<file path="src/rtl/video_timing_pkg.sv">
// video_timing_pkg
//   Geometry defaults, counter width and the modular offset helper shared by
//   the raster timing generator and its sync window comparators.
package video_timing_pkg;

  localparam int CNT_W  = 9;   // H/V counters and HPOS/VPOS width
  localparam int OFFS_W = 4;   // signed sync offset width

  localparam int DEF_HTOTAL   = 320;
  localparam int DEF_VTOTAL   = 260;
  localparam int DEF_HACT_BEG = 29;
  localparam int DEF_HACT_END = 285;
  localparam int DEF_HNARROW  = 8;
  localparam int DEF_VACT     = 224;
  localparam int DEF_HS_POS   = 296;
  localparam int DEF_HS_LEN   = 24;
  localparam int DEF_VS_POS   = 234;
  localparam int DEF_VS_LEN   = 4;
  localparam int DEF_HBIAS    = 16;
  localparam int DEF_CW       = 12;

  // (base + offs) folded back into [0, total). A single correction step is
  // enough because |offs| and any added length stay below total.
  function automatic logic [CNT_W-1:0] mod_add(input int base, input int offs,
                                               input int total);
    int sum;
    sum = base + offs;
    if (sum < 0)
      sum = sum + total;
    else if (sum >= total)
      sum = sum - total;
    return CNT_W'(sum);
  endfunction

endpackage

</file>
<file path="src/rtl/video_timing_gen_sync_window.sv">
// sync_window
//   Combinational test of whether a raster counter lies in the sync window
//   [B, E), where B = POS + offs and E = B + LEN, both modulo TOTAL.
//   Ports:
//     cnt       in  CNT_W   current H or V counter
//     offs      in  OFFS_W  signed offset applied to POS
//     in_window out 1       active-high window hit
module sync_window
  import video_timing_pkg::*;
#(
  parameter int TOTAL = DEF_HTOTAL,
  parameter int POS   = DEF_HS_POS,
  parameter int LEN   = DEF_HS_LEN
) (
  input  logic [CNT_W-1:0]         cnt,
  input  logic signed [OFFS_W-1:0] offs,
  output logic                     in_window
);

  logic [CNT_W-1:0] w_beg;
  logic [CNT_W-1:0] w_end;

  always_comb begin
    w_beg = mod_add(POS, int'(offs), TOTAL);
    w_end = mod_add(int'(w_beg), LEN, TOTAL);
    if (LEN == 0)
      in_window = 1'b0;
    else if (w_beg < w_end)
      in_window = (cnt >= w_beg) && (cnt < w_end);
    else
      // window straddles the counter wrap
      in_window = (cnt >= w_beg) || (cnt < w_end);
  end

endmodule

</file>
<file path="src/rtl/video_timing_gen.sv">
// video_timing_gen
//   Parametrised raster timing generator. Free-running H/V counters advance
//   on PCLK_EN; blanking, syncs, gated colour and line/frame strobes are
//   registered from the pre-increment counter values. Sync offsets are
//   latched once per frame so mid-frame changes never tear the raster.
//   Ports:
//     CLK, RESET         clock, synchronous active-high reset
//     PCLK_EN            pixel-clock enable
//     NARROW             selects the narrow colour-gating window
//     HOFFS, VOFFS       signed sync offsets (-8..+7)
//     iRGB / oRGB        colour in / registered blanked colour out
//     HPOS, VPOS         renderer coordinates (combinational from counters)
//     HBLK, VBLK         registered wide H blank, V blank
//     HSYN, VSYN         registered active-low syncs
//     LSTART, FSTART     one-enable line / frame start strobes
module video_timing_gen
  import video_timing_pkg::*;
#(
  parameter int HTOTAL   = DEF_HTOTAL,
  parameter int VTOTAL   = DEF_VTOTAL,
  parameter int HACT_BEG = DEF_HACT_BEG,
  parameter int HACT_END = DEF_HACT_END,
  parameter int HNARROW  = DEF_HNARROW,
  parameter int VACT     = DEF_VACT,
  parameter int HS_POS   = DEF_HS_POS,
  parameter int HS_LEN   = DEF_HS_LEN,
  parameter int VS_POS   = DEF_VS_POS,
  parameter int VS_LEN   = DEF_VS_LEN,
  parameter int HBIAS    = DEF_HBIAS,
  parameter int CW       = DEF_CW
) (
  input  logic                     CLK,
  input  logic                     RESET,
  input  logic                     PCLK_EN,
  input  logic                     NARROW,
  input  logic signed [OFFS_W-1:0] HOFFS,
  input  logic signed [OFFS_W-1:0] VOFFS,
  input  logic [CW-1:0]            iRGB,
  output logic [CNT_W-1:0]         HPOS,
  output logic [CNT_W-1:0]         VPOS,
  output logic [CW-1:0]            oRGB,
  output logic                     HBLK,
  output logic                     VBLK,
  output logic                     HSYN,
  output logic                     VSYN,
  output logic                     LSTART,
  output logic                     FSTART
);

  localparam logic [CNT_W-1:0] L_HLAST  = CNT_W'(HTOTAL - 1);
  localparam logic [CNT_W-1:0] L_VLAST  = CNT_W'(VTOTAL - 1);
  localparam logic [CNT_W-1:0] L_VTOTAL = CNT_W'(VTOTAL);
  localparam logic [CNT_W-1:0] L_HBEG   = CNT_W'(HACT_BEG);
  localparam logic [CNT_W-1:0] L_HEND   = CNT_W'(HACT_END);
  localparam logic [CNT_W-1:0] L_NBEG   = CNT_W'(HACT_BEG + HNARROW);
  localparam logic [CNT_W-1:0] L_NEND   = CNT_W'(HACT_END - HNARROW);
  localparam logic [CNT_W-1:0] L_VACT   = CNT_W'(VACT);
  localparam logic [CNT_W-1:0] L_HBIAS  = CNT_W'(HBIAS);

  logic [CNT_W-1:0]         r_hcnt, r_vcnt;
  logic signed [OFFS_W-1:0] r_hoffs, r_voffs;
  logic [CW-1:0]            r_rgb;
  logic                     r_hblk, r_vblk, r_hsyn, r_vsyn, r_lstart, r_fstart;

  logic w_hlast, w_vlast;
  logic w_hblk_wide, w_hblk_narrow, w_vblk, w_gate;
  logic w_hs_win, w_vs_win;

  assign w_hlast = (r_hcnt == L_HLAST);
  assign w_vlast = (r_vcnt == L_VLAST);

  assign w_hblk_wide   = (r_hcnt < L_HBEG) || (r_hcnt >= L_HEND);
  assign w_hblk_narrow = (r_hcnt < L_NBEG) || (r_hcnt >= L_NEND);
  assign w_vblk        = (r_vcnt >= L_VACT);
  // colour gating follows NARROW; the HBLK port always reports the wide window
  assign w_gate        = (NARROW ? w_hblk_narrow : w_hblk_wide) || w_vblk;

  sync_window #(.TOTAL(HTOTAL), .POS(HS_POS), .LEN(HS_LEN)) u_hs_win (
    .cnt       (r_hcnt),
    .offs      (r_hoffs),
    .in_window (w_hs_win)
  );

  sync_window #(.TOTAL(VTOTAL), .POS(VS_POS), .LEN(VS_LEN)) u_vs_win (
    .cnt       (r_vcnt),
    .offs      (r_voffs),
    .in_window (w_vs_win)
  );

  always_ff @(posedge CLK) begin
    if (RESET) begin
      r_hcnt   <= '0;
      r_vcnt   <= '0;
      r_hoffs  <= '0;
      r_voffs  <= '0;
      r_rgb    <= '0;
      r_hblk   <= 1'b1;
      r_vblk   <= 1'b1;
      r_hsyn   <= 1'b1;
      r_vsyn   <= 1'b1;
      r_lstart <= 1'b0;
      r_fstart <= 1'b0;
    end else if (PCLK_EN) begin
      if (w_hlast) begin
        r_hcnt <= '0;
        if (w_vlast) begin
          r_vcnt  <= '0;
          // last pixel of the frame: new offsets apply from the next line 0
          r_hoffs <= HOFFS;
          r_voffs <= VOFFS;
        end else begin
          r_vcnt <= r_vcnt + 1'b1;
        end
      end else begin
        r_hcnt <= r_hcnt + 1'b1;
      end

      r_rgb    <= w_gate ? '0 : iRGB;
      r_hblk   <= w_hblk_wide;
      r_vblk   <= w_vblk;
      r_hsyn   <= ~w_hs_win;
      r_vsyn   <= ~w_vs_win;
      r_lstart <= (r_hcnt == '0);
      r_fstart <= (r_hcnt == '0) && (r_vcnt == '0);
    end
  end

  // Lines past 255 map to negative VPOS so the renderers see the bottom
  // border as lines just above line 0.
  assign HPOS   = r_hcnt - L_HBIAS;
  assign VPOS   = r_vcnt[CNT_W-1] ? (r_vcnt - L_VTOTAL) : r_vcnt;
  assign oRGB   = r_rgb;
  assign HBLK   = r_hblk;
  assign VBLK   = r_vblk;
  assign HSYN   = r_hsyn;
  assign VSYN   = r_vsyn;
  assign LSTART = r_lstart;
  assign FSTART = r_fstart;

endmodule

</file>
<file path="config.mk">
export PLATFORM = sky130hd
export DESIGN_NAME = video_timing_gen
export DESIGN_NICKNAME = d
export VERILOG_FILES = /design/src/rtl/video_timing_pkg.sv /design/src/rtl/video_timing_gen_sync_window.sv /design/src/rtl/video_timing_gen.sv
export SDC_FILE = /design/constraint.sdc
export NUM_CORES = 1
export LEC_CHECK = 0
export ABC_AREA = 1
export CAP_MARGIN = 20
export CORE_ASPECT_RATIO = 0.5
export CORE_UTILIZATION = 45
export CTS_CLUSTER_SIZE = 28
export DETAILED_ROUTE_END_ITERATION = 8
export PLACE_DENSITY_LB_ADDON = 0.3
export RECOVER_POWER = 100
export SLEW_MARGIN = 10
export SYNTH_ARGS = -nofsm -noshare
export SYNTH_HDL_FRONTEND = slang
export SYNTH_SLANG_ARGS = --single-unit
</file>
<file path="constraint.sdc">
create_clock -name CLK -period 3 [get_ports CLK]
set_input_delay 0.6 -clock CLK [delete_from_list [all_inputs] [get_ports CLK]]
set_output_delay 0.6 -clock CLK [all_outputs]
set_load 0.05 [all_outputs]
</file>
== Word level (Yosys, flattened, before mapping) ==
Index checks and enable logic that the tools add are counted.

* Eq/ne operators: 2
* Bitwise logic cells: 2
* Reduce and logical (&&, ||, !) cells: 12
* Mux-type cells: 15
* $add $sub $neg: 16
* $lt $le $gt $ge: 19

{| class="wikitable"
|+ Operator list
! cell !! number
|-
| 9-bit 2-to-1 mux || 11
|-
| 9-bit subtractor (second input constant) || 5
|-
| 9-bit adder (second input constant) || 4
|-
| 9-bit < comparator || 4
|-
| 10-bit by 1-bit < comparator with 1-bit output (second input constant) || 3
|-
| 10-bit by 9-bit >= comparator with 1-bit output (second input constant) || 2
|-
| 9-bit by 1-bit adder with 9-bit output (second input constant) || 2
|-
| 9-bit equality test (second input constant) || 2
|-
| 9-bit >= comparator || 2
|-
| 9-bit >= comparator (second input constant) || 2
|-
| 9-bit zero test || 2
|-
| 12-bit 2-to-1 mux || 1
|-
| 10-bit by 4-bit adder with 11-bit output (first input constant) || 1
|-
| 11-bit by 10-bit >= comparator with 1-bit output (second input constant) || 1
|-
| 11-bit by 1-bit < comparator with 1-bit output (second input constant) || 1
|-
| 9-bit by 3-bit adder with 10-bit output (second input constant) || 1
|-
| 9-bit by 4-bit adder with 10-bit output (first input constant) || 1
|-
| 9-bit by 5-bit adder with 10-bit output (second input constant) || 1
|-
| 10-bit >= comparator (second input constant) || 1
|-
| 9-bit by 8-bit >= comparator with 1-bit output (second input constant) || 1
|-
| 9-bit by 5-bit < comparator with 1-bit output (second input constant) || 1
|-
| 9-bit by 6-bit < comparator with 1-bit output (second input constant) || 1
|-
| 9-bit by 5-bit subtractor with 9-bit output (second input constant) || 1
|-
| 1-bit logical OR || 5
|-
| 5 further kinds || 10
|}

* Output and inout port bits: 36
* Flip-flop bits (word level): 44
* Word-level logic and storage cells: 77
* Input port bits: 24

== Longest topological paths before layout ==
* Word-level depth: 12
* Mapped depth: 23
* Mapped depth without buffers: 23

== By module ==
From an unflattened synthesis, not the netlist that was laid out.

* Cell total of the unflattened synthesis: 487
* Area total of the unflattened synthesis: 3,328.2 um^2

{| class="wikitable"
|+ Modules (own cells, without submodules)
! module !! cells each !! instances !! seq. area each (um^2) !! area an instance (um^2)
|-
| video_timing_gen || 337 || 1 || 880.8 || 2,437.3
|-
| sync_window at u_vs_win || 97 || 1 || 0.0 || 570.5
|-
| sync_window at u_hs_win || 53 || 1 || 0.0 || 320.3
|}

== Least setup slack after synthesis ==
OpenSTA, ideal clock, no wires.

* Path kind: reg-to-reg
* Start: register r_voffs[1]
* End: register r_vsyn, in the netlist VSYN
* Cell stages (with the launch flop): 24
* Setup time: 115 ps
* Arrival time: 2,607 ps
* Setup slack: 278 ps
* Data required time: 2,885 ps
* Clock period less this slack: 2,722 ps
* Path buffers: 0
* Cells stage by stage: dfxtp_1 ha_1 xnor2_1 nand2_1 inv_1 ha_1 inv_1 a211oi_1 xor2_1 ha_1 nand2_1 inv_1 o21ai_0 nand3_1 nand2_1 nand2_1 nand2_1 nand2_1 nand2_1 nand2_1 nand2_1 nand2_1 nand2_1 nand2_1

* Word-level cells in the longest chain between the ends: 12
* Elaborated cells between the ends (all ways): 21
* Those cells by class: add/sub: 6; order compare: 7; mux: 5; bitwise: 1; reduce/logical: 2

{| class="wikitable"
|+ RTL lines
! what !! line !! text
|-
| start, declared || video_timing_gen.sv:61 || <nowiki>logic signed [OFFS_W-1:0] r_hoffs, r_voffs;</nowiki>
|-
| start signal, assigned || video_timing_gen.sv:95 || <nowiki>r_voffs <= '0;</nowiki>
|-
| start signal, assigned || video_timing_gen.sv:110 || <nowiki>r_voffs <= VOFFS;</nowiki>
|-
| 9-bit by 4-bit adder with 10-bit output * || video_timing_pkg.sv:27 || <nowiki>sum = base + offs;</nowiki>
|-
| 9-bit subtractor / 10-bit >= comparator (equally long branches) || video_timing_pkg.sv:31, video_timing_pkg.sv:30 ||
|-
| 9-bit 2-to-1 mux || video_timing_pkg.sv:30 || <nowiki>else if (sum >= total)</nowiki>
|-
| 9-bit 2-to-1 mux * || video_timing_pkg.sv:28 || <nowiki>if (sum < 0)</nowiki>
|-
| 9-bit by 3-bit adder with 10-bit output || video_timing_pkg.sv:27 ||
|-
| 9-bit subtractor / 10-bit by 9-bit >= comparator with 1-bit output (equally long branches) || video_timing_pkg.sv:31, video_timing_pkg.sv:30 ||
|-
| 9-bit 2-to-1 mux || video_timing_pkg.sv:30 ||
|-
| 9-bit 2-to-1 mux || video_timing_pkg.sv:28 ||
|-
| 9-bit < comparator || video_timing_gen_sync_window.sv:29, video_timing_gen_sync_window.sv:32 ||
|-
| 1-bit logical OR / 1-bit logical AND (equally long branches) || video_timing_gen_sync_window.sv:32, video_timing_gen_sync_window.sv:29 ||
|-
| 1-bit 2-to-1 mux * || video_timing_gen_sync_window.sv:28 || <nowiki>else if (w_beg < w_end)</nowiki>
|-
| 1-bit inverter * || video_timing_gen.sv:122 || <nowiki>r_vsyn <= ~w_vs_win;</nowiki>
|-
| end signal, assigned || video_timing_gen.sv:122 ||
|-
| end, declared || video_timing_gen.sv:63 || <nowiki>logic r_hblk, r_vblk, r_hsyn, r_vsyn, r_lstart, r_fstart;</nowiki>
|}

Every way passes the cells marked *; elsewhere a longest branch is shown, timed or not.
A chain may end at the register's enable or synchronous reset.

== Worst setup path after layout ==
* Start: register r_vcnt[4]
* End: output port VPOS[7]

* Word-level cells in the longest chain between the ends: 2

{| class="wikitable"
|+ RTL lines
! what !! line !! text
|-
| start, declared || video_timing_gen.sv:60 || <nowiki>logic [CNT_W-1:0] r_hcnt, r_vcnt;</nowiki>
|-
| start signal, assigned || video_timing_gen.sv:112 || <nowiki>r_vcnt <= r_vcnt + 1'b1;</nowiki>
|-
| 9-bit subtractor || video_timing_gen.sv:131 || <nowiki>assign VPOS = r_vcnt[CNT_W-1] ? (r_vcnt - L_VTOTAL) : r_vcnt;</nowiki>
|-
| 9-bit 2-to-1 mux || video_timing_gen.sv:131 ||
|-
| end, declared || video_timing_gen.sv:40 || <nowiki>output logic [CNT_W-1:0] VPOS,</nowiki>
|}

No other way between the ends.

==> reports/metrics.cfg <==
[logic_synthesis]
syn_inst=425
async_flop_share_pct=0
ys_seq_area_share_pct=28.84
syn_area_um2=3054
synth-edff-count=0
ys_ff_latch=44
synth.avg_cell_area_um2=7.186
dominantRegCellSynth=dfxtp_1
synthDistinctLibCells=40
yosysWarnings=0

[drt]
routed_wl_mm=7.448
num_vias=2948
viasPerCell=5.136
drtAntennaViolNets=0
drc=0
first_pass_iters=5
routedWlPerCell_um=12.98
drtIter0Drc=150

[worst_setup_path]
ff2ff_setup_slack_ns=0.19
crit_required_ns=2.40
critPathLaunchType=flip-flop
setup.worst_path.class=reg -> out
r2r-end=VSYN$_SDFFE_PP1P_
reg2reg_from=r_voffs[1]$_SDFFE_PP0P_
arrival_ns=2.25
crit_path_end_kind=primary output
worst-path-max-fanout=7
r2r_cells=23

[power_and_ir_drop]
leakagePower_nw=1.724
switching_share_pct=24.58
comb_power_share_pct=11.1
power_density_nw_per_um2=365.0
pwr-share-clk_pct=46.5
vdd_drop_max_v=0.0002564
p_seq_share_pct=42.4
p_int_mw=1.075
fin_total_pwr_mw=1.425
power_switching_mw=0.3502

[global_route]
grt_max_degree=24
grt_usage_pct=22.45
overflow=0
grt_pass1_vias=2672
antenna_found_initial=0
grt_pass1_wl_mm=12.55

[clock_network]
cts_made_buffers=5
clock_latency_ns=0.29
hold_buffers=0
cts_setup_buffers=0
cts.clk_slew.worst_paths_ns=0.07
clock-sinks=44
clock_path_buffers=2
postCtsResizedCells=0
htreeDepth=2
root_buffer=clkbuf_16
cts_tree=yes

[sta]
hold_viol=0
slew-limit-headroom_pct=31.22
period_minus_slack_ns=2.848
final_max_slew_viol_count=0
final-setup-viol-count=0
finalCritPeriodShare_pct=94.92
fin_skew_ns=0.004315
worst_hold_slack_ns=0.4594
fin_tns_setup_ns=0
worst_pin_slew_ns=1.032
fmax_ghz=0.3512

[hold_path]
hold_path.class=reg -> reg
holdPathEnd=oRGB[0]$_SDFFE_PP0P_
min_from=oRGB[0]$_SDFFE_PP0P_
hold-path-cell-count=2

[flow_run]
cap_violations=0

[cells_and_area]
mostFrequentLayoutCells=nand2_1 (78), inv_1 (54), dfxtp_1 (42), nor2_1 (41), a21oi_1 (39)
layout_commonest_cell=nand2_1
drive_gt1_share_pct=6.790
diodes=0
syn_to_final_growth_pct=27.82
design_area_um2=3904
nets=545

[placed_design]
dp.final_hpwl_mm=5.533
portBuffers=59
dpl-instance-area_um2=3730
place_congestion=0.8866

[die]
die_y_um=60.26
core_um2=6306
io_pins=60
die_w_um=118.5
row_count=20
die-area_um2=7141
initial_core_util_pct=48.43

[run_status]
status=completed

## cells in the mapped netlist, types with 2 or more instances
master	number	area (um2)
buf_4	6	45.04
a31oi_1	2	12.51
nor2_1	39	146.4
a21oi_1	39	195.2
nor3_1	13	65.06
a211oi_1	3	22.52
nand2_2	3	18.77
dfxtp_1	44	880.8
nand2_1	77	289.0
xnor2_1	2	17.52
buf_1	2	7.510
inv_2	4	15.01
nor2_4	2	22.52
clkbuf_1	4	15.01
buf_2	3	15.01
nand3_1	14	70.07
nor4_1	2	12.51
o21ai_0	22	110.1
ha_1	36	450.4
xor2_1	14	122.6
nor3_2	2	20.02
or2_2	2	12.51
inv_1	52	195.2
nand4_1	22	137.6
## critical path, cell delays in order (launching register included)
cell and delay [ns]:
dfxtp_1 0.52, inv_1 0.19, nand4_1 0.19, nor3_1 0.07, xor2_1 0.15, inv_1 0.06
clkdlybuf4s50_1 0.79
## worst max path at each step
stage,to,slack (ns),startpoint
after floorplan,VSYN$_SDFFE_PP1P_,0.28,r_voffs[1]$_SDFFE_PP0P_
after global placement,VSYN$_SDFFE_PP1P_,0.13,r_voffs[1]$_SDFFE_PP0P_
after detailed placement,VSYN$_SDFFE_PP1P_,0.04,r_voffs[1]$_SDFFE_PP0P_
after CTS,VSYN$_SDFFE_PP1P_,0.008,r_voffs[1]$_SDFFE_PP0P_
after global routing,VSYN$_SDFFE_PP1P_,-0.08,r_voffs[1]$_SDFFE_PP0P_
final,VPOS[7],0.15,r_vcnt[4]$_SDFFE_PP0P_
## per-stage QoR
stage / setup slack (ns) / std cells / utilization (%)
floorplan: 0.2777 / 426 / -
global placement: 0.1320 / 566 / 59.15
detailed placement: 0.03977 / 566 / 59.15
CTS: 0.007923 / 574 / 61.96
global route: -0.08255 / 574 / 61.90
finish: 0.1524 / 574 / 61.90
## flip-flops by register name (all words and copies together), names as in the netlist
name     flops
LSTART       1
VSYN         1
HBLK         1
r_hcnt       9
r_hoffs      4
VBLK         1
HSYN         1
r_vcnt       9
r_voffs      4
FSTART       1
oRGB        12
## power by group through the flow
stage | registers [mW] | clock network (mW) | logic (mW)
after detailed placement | 0.619 | 0 | 0.164
after CTS | 0.605 | 0.666 | 0.165
after global routing | 0.606 | 0.697 | 0.172
after global placement | 0.618 | 0 | 0.164
after floorplan | 0.651 | 0 | 0.0653
final | 0.605 | 0.662 | 0.158
## layer usage
metal | track usage, % | share of wire [%]
met2 | 38.32 | 46
met4 | 5.606 | 0.93
met1 | 29.31 | 48
met3 | 4.962 | 4.5
met5 | 0 | 0
## cell families after synthesis
logic type	synth area share (%)
AO/OA/AOI/OAI	12.62
XOR/XNOR	4.588
adder cells (fa/ha/maj)	14.75
buffers and inverters	10.12
flip-flops	28.84
other	0.1228
AND/OR/NAND/NOR	28.96
## layout make-up
cell class                 instances  area, um2
sequential                        44      883.3
tap                               88      110.1
clock buffer                       6      138.9
fill                             600       2402
multi-input combinational        309       1873
inverter                          57      215.2
timing repair buffer              68      644.4
clock inverter                     2      38.79
Power figures use the tool's default switching activity.
